==> src/rtl/bcd_down_counter_pkg.sv <==
// Shared BCD constants and the nibble saturation helper for the down counter.
package bcd_pkg;
  localparam int       BCD_W    = 4;
  localparam bit [3:0] BCD_MAX  = 4'd9;
  localparam bit [3:0] BCD_ZERO = 4'd0;

  function automatic logic [3:0] bcd_sat(input logic [3:0] nibble);
    return (nibble > BCD_MAX) ? BCD_MAX : nibble;
  endfunction
endpackage

==> src/rtl/bcd_down_counter_if.sv <==
// Control/data bundle of the BCD down counter: load/count controls in, count and flags out.
interface bcd_down_counter_if #(parameter int DIGITS = 2);
  logic                  load;
  logic [4*DIGITS-1:0]   din;
  logic                  en;
  logic [4*DIGITS-1:0]   q;
  logic                  zero;
  logic                  bo;
  logic                  tc;

  modport master (output load, din, en, input q, zero, bo, tc);
  modport slave  (input load, din, en, output q, zero, bo, tc);
endinterface

==> src/rtl/bcd_down_counter_digit_dn.sv <==
// One decade cell: saturating load, decrement on borrow-in, 0 -> 9 on borrow.
module bcd_digit_dn
  import bcd_pkg::*;
(
  input  logic       clk,
  input  logic       clr,
  input  logic       load,
  input  logic [3:0] d,
  input  logic       bin,
  output logic [3:0] q,
  output logic       bout
);
  logic [3:0] r_q;

  always_ff @(posedge clk) begin
    if (!clr) begin
      r_q <= BCD_ZERO;
    end else if (load) begin
      r_q <= bcd_sat(d);
    end else if (bin) begin
      r_q <= (r_q == BCD_ZERO) ? BCD_MAX : r_q - 4'd1;
    end
  end

  assign q    = r_q;
  assign bout = bin & (r_q == BCD_ZERO);
endmodule

==> src/rtl/bcd_down_counter.sv <==
// Multi-decade BCD down counter with parallel load, wrap or auto-reload, borrow-out and tc pulse.
module bcd_down_counter
  import bcd_pkg::*;
#(
  parameter int DIGITS      = 2,
  parameter bit AUTO_RELOAD = 1'b0
)(
  input  logic               clk,
  input  logic               clr,
  bcd_down_counter_if.slave  bus
);
  localparam int W = BCD_W * DIGITS;

  logic [W-1:0]    r_reload;
  logic            r_tc;
  logic [W-1:0]    w_q;
  logic [W-1:0]    w_din_sat;
  logic [W-1:0]    w_cell_d;
  logic [DIGITS:0] w_borrow;
  logic            w_zero;
  logic            w_is_one;
  logic            w_wrap_reload;
  logic            w_cell_load;

  always_comb begin
    w_din_sat = '0;
    for (int i = 0; i < DIGITS; i++) begin
      w_din_sat[BCD_W*i +: BCD_W] = bcd_sat(bus.din[BCD_W*i +: BCD_W]);
    end
  end

  assign w_zero        = (w_q == '0);
  assign w_is_one      = (w_q == W'(1));
  assign w_borrow[0]   = bus.en & ~bus.load;
  // On auto-reload the cells are reloaded instead of stepping 0 -> 9.
  assign w_wrap_reload = AUTO_RELOAD & w_borrow[0] & w_zero;
  assign w_cell_load   = bus.load | w_wrap_reload;
  assign w_cell_d      = bus.load ? w_din_sat : r_reload;

  for (genvar g = 0; g < DIGITS; g++) begin : g_digit
    bcd_digit_dn u_digit (
      .clk  (clk),
      .clr  (clr),
      .load (w_cell_load),
      .d    (w_cell_d[BCD_W*g +: BCD_W]),
      .bin  (w_borrow[g]),
      .q    (w_q[BCD_W*g +: BCD_W]),
      .bout (w_borrow[g+1])
    );
  end

  always_ff @(posedge clk) begin
    if (!clr) begin
      r_reload <= '0;
      r_tc     <= 1'b0;
    end else begin
      if (bus.load) begin
        r_reload <= w_din_sat;
      end
      r_tc <= w_borrow[0] & w_is_one;
    end
  end

  assign bus.q    = w_q;
  assign bus.zero = w_zero;
  // A borrow through every decade is exactly en & zero & ~load.
  assign bus.bo   = w_borrow[DIGITS];
  assign bus.tc   = r_tc;
endmodule

==> src/flat_wrapper.sv <==
// flat-port wrapper written by rule: the top's interface ports become plain ports
module bcd_down_counter_flat import bcd_pkg::*;
#(
  parameter int DIGITS      = 2,
  parameter bit AUTO_RELOAD = 1'b0
)
  (clk, clr, bus_load, bus_din, bus_en, bus_q, bus_zero, bus_bo, bus_tc);
  bcd_down_counter_if #(.DIGITS(DIGITS)) bus_i ();
  input  logic clk;
  input  logic clr;
  input wire logic [$bits(bus_i.load)-1:0] bus_load;
  input wire logic [$bits(bus_i.din)-1:0] bus_din;
  input wire logic [$bits(bus_i.en)-1:0] bus_en;
  output wire logic [$bits(bus_i.q)-1:0] bus_q;
  output wire logic [$bits(bus_i.zero)-1:0] bus_zero;
  output wire logic [$bits(bus_i.bo)-1:0] bus_bo;
  output wire logic [$bits(bus_i.tc)-1:0] bus_tc;
  assign bus_i.load = bus_load;
  assign bus_i.din = bus_din;
  assign bus_i.en = bus_en;
  assign bus_q = bus_i.q;
  assign bus_zero = bus_i.zero;
  assign bus_bo = bus_i.bo;
  assign bus_tc = bus_i.tc;
  bcd_down_counter #(.DIGITS(DIGITS), .AUTO_RELOAD(AUTO_RELOAD)) u_core (.clk(clk), .clr(clr), .bus(bus_i));
endmodule
==> config.mk <==
export PLATFORM = sky130hd
export DESIGN_NAME = bcd_down_counter_flat
export DESIGN_NICKNAME = d
export VERILOG_FILES = /design/src/rtl/bcd_down_counter_pkg.sv /design/src/rtl/bcd_down_counter_if.sv /design/src/rtl/bcd_down_counter_digit_dn.sv /design/src/rtl/bcd_down_counter.sv /design/src/flat_wrapper.sv
export SDC_FILE = /design/constraint.sdc
export NUM_CORES = 1
export LEC_CHECK = 0
export ABC_AREA = 1
export CAP_MARGIN = 20
export CORE_UTILIZATION = 42
export CTS_CLUSTER_SIZE = 25
export DETAILED_ROUTE_END_ITERATION = 7
export GPL_TIMING_DRIVEN = 0
export PLACE_DENSITY_LB_ADDON = 0.12
export SYNTH_ARGS = -nofsm -noshare
export SYNTH_HDL_FRONTEND = slang
export SYNTH_SLANG_ARGS = --single-unit
export TNS_END_PERCENT = 20
==> constraint.sdc <==
create_clock -name clk -period 1.4 [get_ports clk]
set_clock_uncertainty 0.2 [all_clocks]
set_input_delay 0.42 -clock clk [delete_from_list [all_inputs] [get_ports clk]]
set_output_delay 0.42 -clock clk [all_outputs]
set_load 0.005 [all_outputs]
# Yosys cells after proc, flatten, opt, wreduce, memory -nomap -nowiden
# Cells that the tools add are included.
dict set report word_totals {
  ff_bits 17
  in_bits 12
  output_inout_bits 11
  wordCells 32
}
dict set report classes {
  n_addsub 2
  order_cmp 4
  eq_ne 1
  mux 11
  n_bitwise 5
  n_reduce_logical 5
}
# cell count
set ops {}
lappend ops {{$mux W4} 10}
lappend ops {{$gt A4 B4 Y1 const B} 4}
lappend ops {{$eq A8 B1 Y1 const B} 1}
lappend ops {{$logic_not A4 Y1} 2}
lappend ops {{$logic_not A8 Y1} 1}
lappend ops {{$mux W8} 1}
lappend ops {{$sub A4 B1 Y4 const B} 2}
lappend ops {{$and A1 B1 Y1} 4}
lappend ops {{$reduce_bool A2 Y1} 2}
lappend ops {{$not A1 Y1} 1}

# Depth between registers and ports, before layout
# Gate-level depths: netlist of run 1.
dict set report depth {
  word_depth 6
  mapped_depth 7
  depth_no_buf 7
}

# Hierarchy
# From an unflattened synthesis of run 1, not the netlist that was laid out.
dict set report unflattened {
  cells_unflattened 161
  hier_area_um2 988.4
}
# mod instances cells_each area_per_inst_um2 seq_area_each_um2
set by_module_without_submodules {}
lappend by_module_without_submodules {bcd_digit_dn 2 49 271.5 80.1}
lappend by_module_without_submodules {bcd_down_counter 1 63 445.4 180.2}

# Worst setup path after synthesis of run 1
# Ideal clock, no wire load.
dict set report synth_timing {
  path_kind {input to output}
  startpoint {input bus_en}
  endpoint {output bus_bo}
  arrival_time_ns 0.817
  required_ns 0.780
  setup_slack_ns -0.037
  cell_stages 4
  n_path_buf 0
  path_cell_list {inv_2 -> nor2_2 -> nand3_4 -> nor2_1}
}
dict set report synth_via {
  elab_chain_cells 3
}
# element line_no
set synth_lines {}
lappend synth_lines {{from (decl)} flat_wrapper.sv:13} ;# input wire logic [$bits(bus_i.en)-1:0] bus_en;
lappend synth_lines {{$and A1 B1 Y1} bcd_down_counter.sv:34} ;# assign w_borrow[0] = bus.en & ~bus.load;
lappend synth_lines {{$and A1 B1 Y1 (2 in a row)} bcd_down_counter_digit_dn.sv:26} ;# assign bout = bin & (r_q == BCD_ZERO);
lappend synth_lines {{to (decl)} flat_wrapper.sv:16} ;# output wire logic [$bits(bus_i.bo)-1:0] bus_bo;
# No other way between the ends.

# Worst setup path after layout of run 1
dict set report layout_timing {
  startpoint {register u_core.g_digit[0].u_digit.r_q[0]}
  endpoint {output bus_bo}
}
dict set report layout_via {
  elab_chain_cells 3
}
# element line_no
set layout_lines {}
lappend layout_lines {{from (decl)} bcd_down_counter_digit_dn.sv:13} ;# logic [3:0] r_q;
lappend layout_lines {{from (signal assigned)} bcd_down_counter_digit_dn.sv:19} ;# r_q <= bcd_sat(d);
lappend layout_lines {{from (signal assigned)} bcd_down_counter_digit_dn.sv:21} ;# r_q <= (r_q == BCD_ZERO) ? BCD_MAX : r_q - 4'd1;
lappend layout_lines {{$logic_not A4 Y1} bcd_down_counter_digit_dn.sv:26}
lappend layout_lines {{$and A1 B1 Y1 (2 in a row)} bcd_down_counter_digit_dn.sv:26}
# No other way between the ends.

==> results of run 1 <==
[cell families after synthesis]
logic type | after synthesis | synth area share (%)
AND/OR/NAND/NOR | 56 | 43.6
AO/OA/AOI/OAI | 17 | 14.8
buffers and inverters | 15 | 10.5
flip-flops | 10 | 31.1
[through the flow]
| stage | util (%) | worst slack [ns] | cells | hold slack [ns] |
|---|---|---|---|---|
| after global routing | 75.8 | -0.446 | 154 | 0.384 |
| after global placement | 65.5 | -1.07 | 135 | 0.322 |
| after detailed placement | 65.5 | -1.06 | 135 | 0.325 |
| after CTS | 73.1 | -0.348 | 151 | 0.351 |
| after floorplan | - | -0.00178 | 98 | 0.319 |
| final | 75.8 | -0.385 | 154 | 0.357 |
[metal layers]
layer	share of wire, %	up-vias	global-route usage, %
met5	0	-	0
met4	1.4	0	12.9
met3	7.6	6	9.78
met2	48	45	39.1
met1	43	350	29.4
li1	-	397	-
[state kept, by name, indices dropped and copies added (netlist names)]
register                  count
u_core.g_digit.u_digit.q      8
u_core.bus.tc                 1
u_core.r_reload               1
[power breakdown]
| part | internal [mW] | total (mW) | switching [mW] |
|---|---|---|---|
| sequential | 0.308 | 0.330 | 0.0221 |
| combinational | 0.162 | 0.316 | 0.154 |
| clock | 0.158 | 0.275 | 0.116 |
| total | 0.628 | 0.921 | 0.292 |
[final cells by class]
type | count | area, um2 | area share [%]
sequential | 10 | 220 | 21.3
clock buffer | 4 | 36.3 | 3.50
timing repair buffer | 37 | 297 | 28.6
inverter | 12 | 45.0 | 4.35
multi-input combinational | 73 | 395 | 38.2
buffer | 3 | 23.8 | 2.29
tap | 15 | 18.8 | 1.81
[timing repair]
item,CTS,global route
setup buffers,12,3
setup endpoints to repair,20,13
pin swaps,4,1
resized for setup,59,6
[cell usage after synthesis]
master / count
sky130_fd_sc_hd__nand3b_1: 2
sky130_fd_sc_hd__nand3_2: 2
sky130_fd_sc_hd__clkbuf_1: 1
sky130_fd_sc_hd__inv_1: 7
sky130_fd_sc_hd__inv_2: 4
sky130_fd_sc_hd__o21a_1: 1
sky130_fd_sc_hd__nor3_1: 2
sky130_fd_sc_hd__nand3_4: 1
sky130_fd_sc_hd__nand2_2: 2
sky130_fd_sc_hd__clkinv_1: 1
sky130_fd_sc_hd__nor2_4: 1
sky130_fd_sc_hd__nand2_1: 25
sky130_fd_sc_hd__o21ai_0: 8
sky130_fd_sc_hd__a21oi_2: 1
sky130_fd_sc_hd__nand3_1: 7
sky130_fd_sc_hd__a211oi_1: 1
sky130_fd_sc_hd__nor2_2: 2
sky130_fd_sc_hd__nand2_4: 1
sky130_fd_sc_hd__nor2_1: 11
sky130_fd_sc_hd__dfxtp_1: 10
sky130_fd_sc_hd__a21oi_1: 5
sky130_fd_sc_hd__a31oi_1: 1
sky130_fd_sc_hd__buf_4: 1
sky130_fd_sc_hd__buf_6: 1
[final timing paths]
path	slack [ns]	end	startpoint
setup / recovery	-0.38	bus_bo	u_core.g_digit[0].u_digit.q[0]
setup reg to reg	-0.02	u_core.g_digit[1].u_digit.q[1]	u_core.g_digit[0].u_digit.q[0]
hold reg to reg	0.36	u_core.bus.tc	u_core.g_digit[0].u_digit.q[3]
hold / removal	0.36	u_core.bus.tc	u_core.g_digit[0].u_digit.q[3]
[worst max-delay path, cell delays in order (launching register included)]
cell                      delay, ns
sky130_fd_sc_hd__dfxtp_4       0.36
sky130_fd_sc_hd__nor2_4        0.14
sky130_fd_sc_hd__buf_6         0.12
sky130_fd_sc_hd__nand3_4       0.07
sky130_fd_sc_hd__nor2_1        0.09
sky130_fd_sc_hd__buf_2         0.12
==> results.txt, run 1 <==
In the layout the commonest cells are sky130_fd_sc_hd__nand2_1, sky130_fd_sc_hd__buf_4, sky130_fd_sc_hd__nor2_1, sky130_fd_sc_hd__clkdlybuf4s50_1. Sorting the synthesized cells by area gives the leading types as sky130_fd_sc_hd__dfxtp_1, sky130_fd_sc_hd__nand2_1, sky130_fd_sc_hd__nor2_1, sky130_fd_sc_hd__o21ai_0, sky130_fd_sc_hd__nand3_1. Once detailed placement completed, the half-perimeter wirelength came to 1100 um.

The design draws 0.921 mW. After synthesis, the netlist uses 24 different library cells. Top-level I/O count: 23.

After filler insertion, the fill cell instance count of the layout stands at 108. The count of final setup violators was 7. The library cell with the largest summed area after synthesis was sky130_fd_sc_hd__dfxtp_1.

Worst min-delay path category: reg -> reg. The endpoint required time on the critical path is 0.78 ns, and the clock transition time at the flip-flop clock pins of the worst setup and hold paths is 0.08 ns. Buffers inserted during clock tree synthesis total 3.

The instance count of the mapped netlist is 98. Number of buffers inserted by hold repair at cts: 0. Cell at the root of the clock tree: sky130_fd_sc_hd__clkbuf_4. The tools report the post-detailed-route count of antenna-violating nets as 0.

The number of cells on the worst reg-to-reg path is 8. The flow ran to the end, but the final reports show violations. At the end of routability-driven placement, the weighted congestion stood at 0.828.

The run gives 648 as the via count of the first global-routing pass. The detail-routed via count per cell works out to 5.18. The number of antenna diodes in the final layout is 0.

The worst setup path is launched from a flip-flop. Power density over the cells: 889 mW/mm2. The worst path in the final design needs a cycle of 1.78 ns, including I/O delays and setup. The fraction of layout cells with a size suffix above 1 works out to 43.2%. The run gives 0 as the total count of hold-check failures in the final report. STA classifies the critical path endpoint as an output pin. The post-synthesis instance area was 643 um2; the area fraction of the dominant cell type after synthesis was 31.1%. The minimum setup slack in the final design was -0.385 ns; the iteration count of the initial detailed-routing pass was 4. In the final timing run, aggregate negative setup slack is -0.972 ns.

The number of rows created at floorplan was 13; the aggregate global-route resource usage was 25.1%. TritonCTS built the clock tree. Summed over all layers, the routed wires come to 1920 um. The number of buffer cells added on primary ports is 22, and the height of the die is 41.1 um. After routing the design area is 0.00104 mm2. Entering global routing, the biggest net connects 10 pins. The final layout contains 152 nets.

The worst setup path is of the reg -> out kind. After synthesis the netlist holds a flip-flop and latch count of 10. The number of max-cap violations was 0; the arrival time of the worst setup path was 1.16 ns.

Aggregate global routing overflow: 0. The checks that failed: setup timing. The worst supply voltage drop on vdd was 0.653 mV; the die width was 41.1 um. The clock passes through at most 2 buffers. The run gives 560 MHz as the maximum clock rate. Most common library cell in the layout ignoring fill and taps: sky130_fd_sc_hd__nand2_1. Actual transition at the worst max-transition pin: 0.254 ns. The run gives 1 as the level count of the clock H-tree. From synthesis to final layout, the design area changed by 61.1%. The run gives 27 as the number of DRC violations after detailed-routing iteration 0.

The maximum fanout encountered on the critical timing path is 4, and the max-slew violation count is 0. The cell depth of the worst hold path was 3. The tools report the overall via count from detail_route as 798. Counting every net in the synthesized netlist gives 110.

The effective utilization at floorplan was 47.1%; the normalized max-slew margin was 82.9%. In this run the static leakage power is 0.508 nW. The TritonCTS sink count was 10; the final routed wire length divided by cell count was 12.5 um. The final clock period utilization by the worst path is 127%. Wire length of the first global-routing pass: 2690 um.

Setup repair after global routing could not meet its margin everywhere. The tools report the initial antenna violation count as 0. After detailed placement, the total cell area comes to 895 um2. The area of the core was 0.00137 mm2. Sequential elements use 31.1% of the synthesized area. A synthesized cell averages 6.56 um2.

For this run, the number of Yosys warnings is 0. The tools report the clock latency reported for the late side of the worst-skew pair as 0.28 ns. The die covers 0.00169 mm2.

The DRC violations left was 0.
Note: power is estimated with default switching activity, not from simulation.
==> run 2, diff against run 1 <==
--- a/config.mk
+++ b/config.mk
@@ -11,6 +11,7 @@
 export CTS_CLUSTER_SIZE = 25
 export DETAILED_ROUTE_END_ITERATION = 7
 export GPL_TIMING_DRIVEN = 0
+export MAX_ROUTING_LAYER = met4
 export PLACE_DENSITY_LB_ADDON = 0.12
 export SYNTH_ARGS = -nofsm -noshare
 export SYNTH_HDL_FRONTEND = slang
==> results.txt, run 2 (synthesis results as in run 1) <==
The endpoint required time on the critical path was 0.78 ns (about the same); the number of buffers inserted by hold repair at cts was 0 (unchanged). The tools report the final wirelength as 1920 um (unchanged). The power density over the cells works out to 887 mW/mm2 (-0.17%).

Number of buffer cells added on primary ports: 22 (unchanged). The flow ran to the end, but the final reports show violations. The post-synthesis to final-layout area growth was 61.1% (unchanged).

The final clock period utilization by the worst path was 127% (about the same); the actual transition at the worst max-transition pin was 0.265 ns (+0.0104 ns). The level count of the clock H-tree is 1 (unchanged). Count of nets after finishing: 152 (unchanged). The kind of cell with the highest combined delay along the critical path is flip-flops. TritonCTS built the clock tree. The total buffers and inverters traversed by the critical path was 2 (unchanged); the DRC violations left was 0 (unchanged). The logs give -1.06 ns (unchanged) for the post-placement setup slack and 649 (+0.15%) for the via count of the first global-routing pass. The setup TNS is -0.986 ns (-0.0135 ns). Shortest clock period the worst path allows after layout: 1.78 ns (-0.00122 ns). The slowest stage of the critical path belongs to the cell sky130_fd_sc_hd__dfxtp_4. Traced cell by cell, the critical path runs through nor2_4, buf_6, nand3_4, nor2_1, buf_2. The number of rows created at floorplan was 13 (unchanged). For the normalized max-slew margin, the log shows 82.2% (-0.70 points). The tools report the full die area as 0.00169 mm2 (unchanged). The run gives 1100 um (unchanged) as the total half-perimeter wirelength after legalization and detailed placement.

The antenna diode instance count is 0 (unchanged). The area occupied by multi-input gates is 395 um2 (unchanged), and the maximum number of buffers from clock root to sink is 2 (unchanged). For the wire length of the first global-routing pass, the log shows 2690 um (unchanged).

The overall via count from detail_route is 803 (+0.63%), and the clock transition time at the flip-flop clock pins of the worst setup and hold paths is 0.08 ns (about the same). The height of the die is 41.1 um (unchanged). The aggregate global routing overflow came out at 0 (unchanged). The detail-routed via count per cell was 5.21 (+0.63%).

The final RePlAce weighted congestion was 0.841 (+1.5%). The logs give 3 (unchanged) for the number of buffers created by CTS and 154 (unchanged) for the non-filler instance count after layout. The post-detailed-route count of antenna-violating nets came out at 0 (unchanged).

Final routed wire length divided by cell count: 12.5 um (unchanged). The total count of hold-check failures in the final report was 0 (unchanged); the core utilization of the finished layout was 75.8% (unchanged). The worst supply voltage drop on vdd is 0.649 mV (-0.60%). Setup repair after global routing could not meet its margin everywhere. The effective utilization at floorplan is 47.1% (unchanged). The tools report the cell at the root of the clock tree as sky130_fd_sc_hd__clkbuf_4. The number of DRC violations after detailed-routing iteration 0 was 27 (unchanged); the count of final setup violators was 8 (+1). The critical path launch point type was a flip-flop. The run gives 1.16 ns (about the same) as the arrival time of the worst setup path. The delay of the slowest cell on the worst path is 0.36 ns (about the same), and the area of the core is 0.00137 mm2 (unchanged). The sort of element at the end of the critical path is an output pin. For the number of inserted filler cells in the final layout, the log shows 108 (unchanged). The min-delay analysis places its worst path in the category reg -> reg. The logs give 10 (unchanged) for the TritonCTS sink count and 0 (unchanged) for the number of max-cap violations. The flip-flop count of the largest register after layout came out at 8 (unchanged). Maximum clock rate: 561 MHz (about the same). For the initial antenna violation count, the log shows 0 (unchanged). The tools report the largest net degree at the start of global routing as 10 (unchanged).

The clock latency reported for the late side of the worst-skew pair came out at 0.28 ns (about the same). Leaving out fill and tap cells, the most frequent cells in the layout are sky130_fd_sc_hd__nand2_1, sky130_fd_sc_hd__buf_4, sky130_fd_sc_hd__nor2_1, sky130_fd_sc_hd__clkdlybuf4s50_1. For the top-level I/O count, the log shows 23 (unchanged). The checks that failed: setup timing. Aggregate global-route resource usage: 25.7% (+0.69 points). The number of cells in the design after placement is 135 (unchanged). Die width: 41.1 um (unchanged). The fraction of layout cells with a size suffix above 1 is 43.2% (unchanged). The kind of critical path is reg -> out. The tools report the iteration count of the initial detailed-routing pass as 4 (unchanged). The minimum setup slack in the final design is -0.383 ns (+0.00122 ns), and the cell leakage power is 0.508 nW (unchanged). The maximum fanout encountered on the critical timing path was 4 (unchanged).

The most common library cell in the layout ignoring fill and taps is sky130_fd_sc_hd__nand2_1. The max-slew violation count is 0 (unchanged), and the combined flip-flop and latch cell area is 220 um2 (unchanged).
run 2: cell counts in the layout (fill, tap and decap cells not counted):
Identical to the previous run, type by type.
run 2: timing repair:
| item | CTS | global route |
|---|---|---|
| buffers inserted | 12 | 3 |
| setup endpoints to repair | 20 | 13 |
| resized for setup | 59 | 6 |
| pin swaps | 4 | 1 |
run 2: worst reg2reg max path, cell delays in order (launching register included):
cell and delay, ns:
sky130_fd_sc_hd__dfxtp_4 0.36, sky130_fd_sc_hd__nor2_4 0.14, sky130_fd_sc_hd__buf_6 0.12, sky130_fd_sc_hd__nand3_4 0.07, sky130_fd_sc_hd__buf_4 0.16, sky130_fd_sc_hd__nand2_4 0.08
sky130_fd_sc_hd__inv_2 0.06, sky130_fd_sc_hd__nor2_1 0.09, sky130_fd_sc_hd__nor2_1 0.04
run 2: area by class of cell:
type,count,area share (%)
Multi-Input combinational cell,73,38.2
Timing Repair Buffer,37,28.6
Sequential cell,10,21.3
Inverter,12,4.35
Clock buffer,4,3.50
Buffer,3,2.29
Tap cell,15,1.81
run 2: final timing paths:
check                           cells after the start                           start                             end  slack [ns]
worst min-delay path                                3  u_core.g_digit[0].u_digit.q[3]                   u_core.bus.tc        0.36
worst max register to register                      8  u_core.g_digit[0].u_digit.q[0]  u_core.g_digit[1].u_digit.q[1]       -0.03
worst min register to register                      3  u_core.g_digit[0].u_digit.q[3]                   u_core.bus.tc        0.36
worst max-delay path                                5  u_core.g_digit[0].u_digit.q[0]                          bus_bo       -0.38
run 2: metrics by stage:
stage          hold WS, ns  instance area [um2]  total power [mW]
2_1_floorplan        0.319                  656             0.476
3_3_place_gp         0.322                  895             0.581
3_5_place_dp         0.325                  895             0.586
4_1_cts              0.351                  998             0.890
5_1_grt              0.384                 1040             0.970
6_report             0.357                 1040             0.919
run 2: power breakdown:
group / leakage [nW] / switching, mW / total (mW) / internal, mW
registers: 0.0865 / 0.0218 / 0.330 / 0.308
clock network: 0.0210 / 0.116 / 0.274 / 0.158
logic: 0.400 / 0.154 / 0.315 / 0.162
run 2: routing by layer:
metal,vias to the layer above,track usage (%),part of all wire [%]
met1,353,29.4,44
met2,46,39.1,48
met3,6,9.78,6.5
met5,-,-,0
li1,398,-,-
met4,0,12.9,1.8
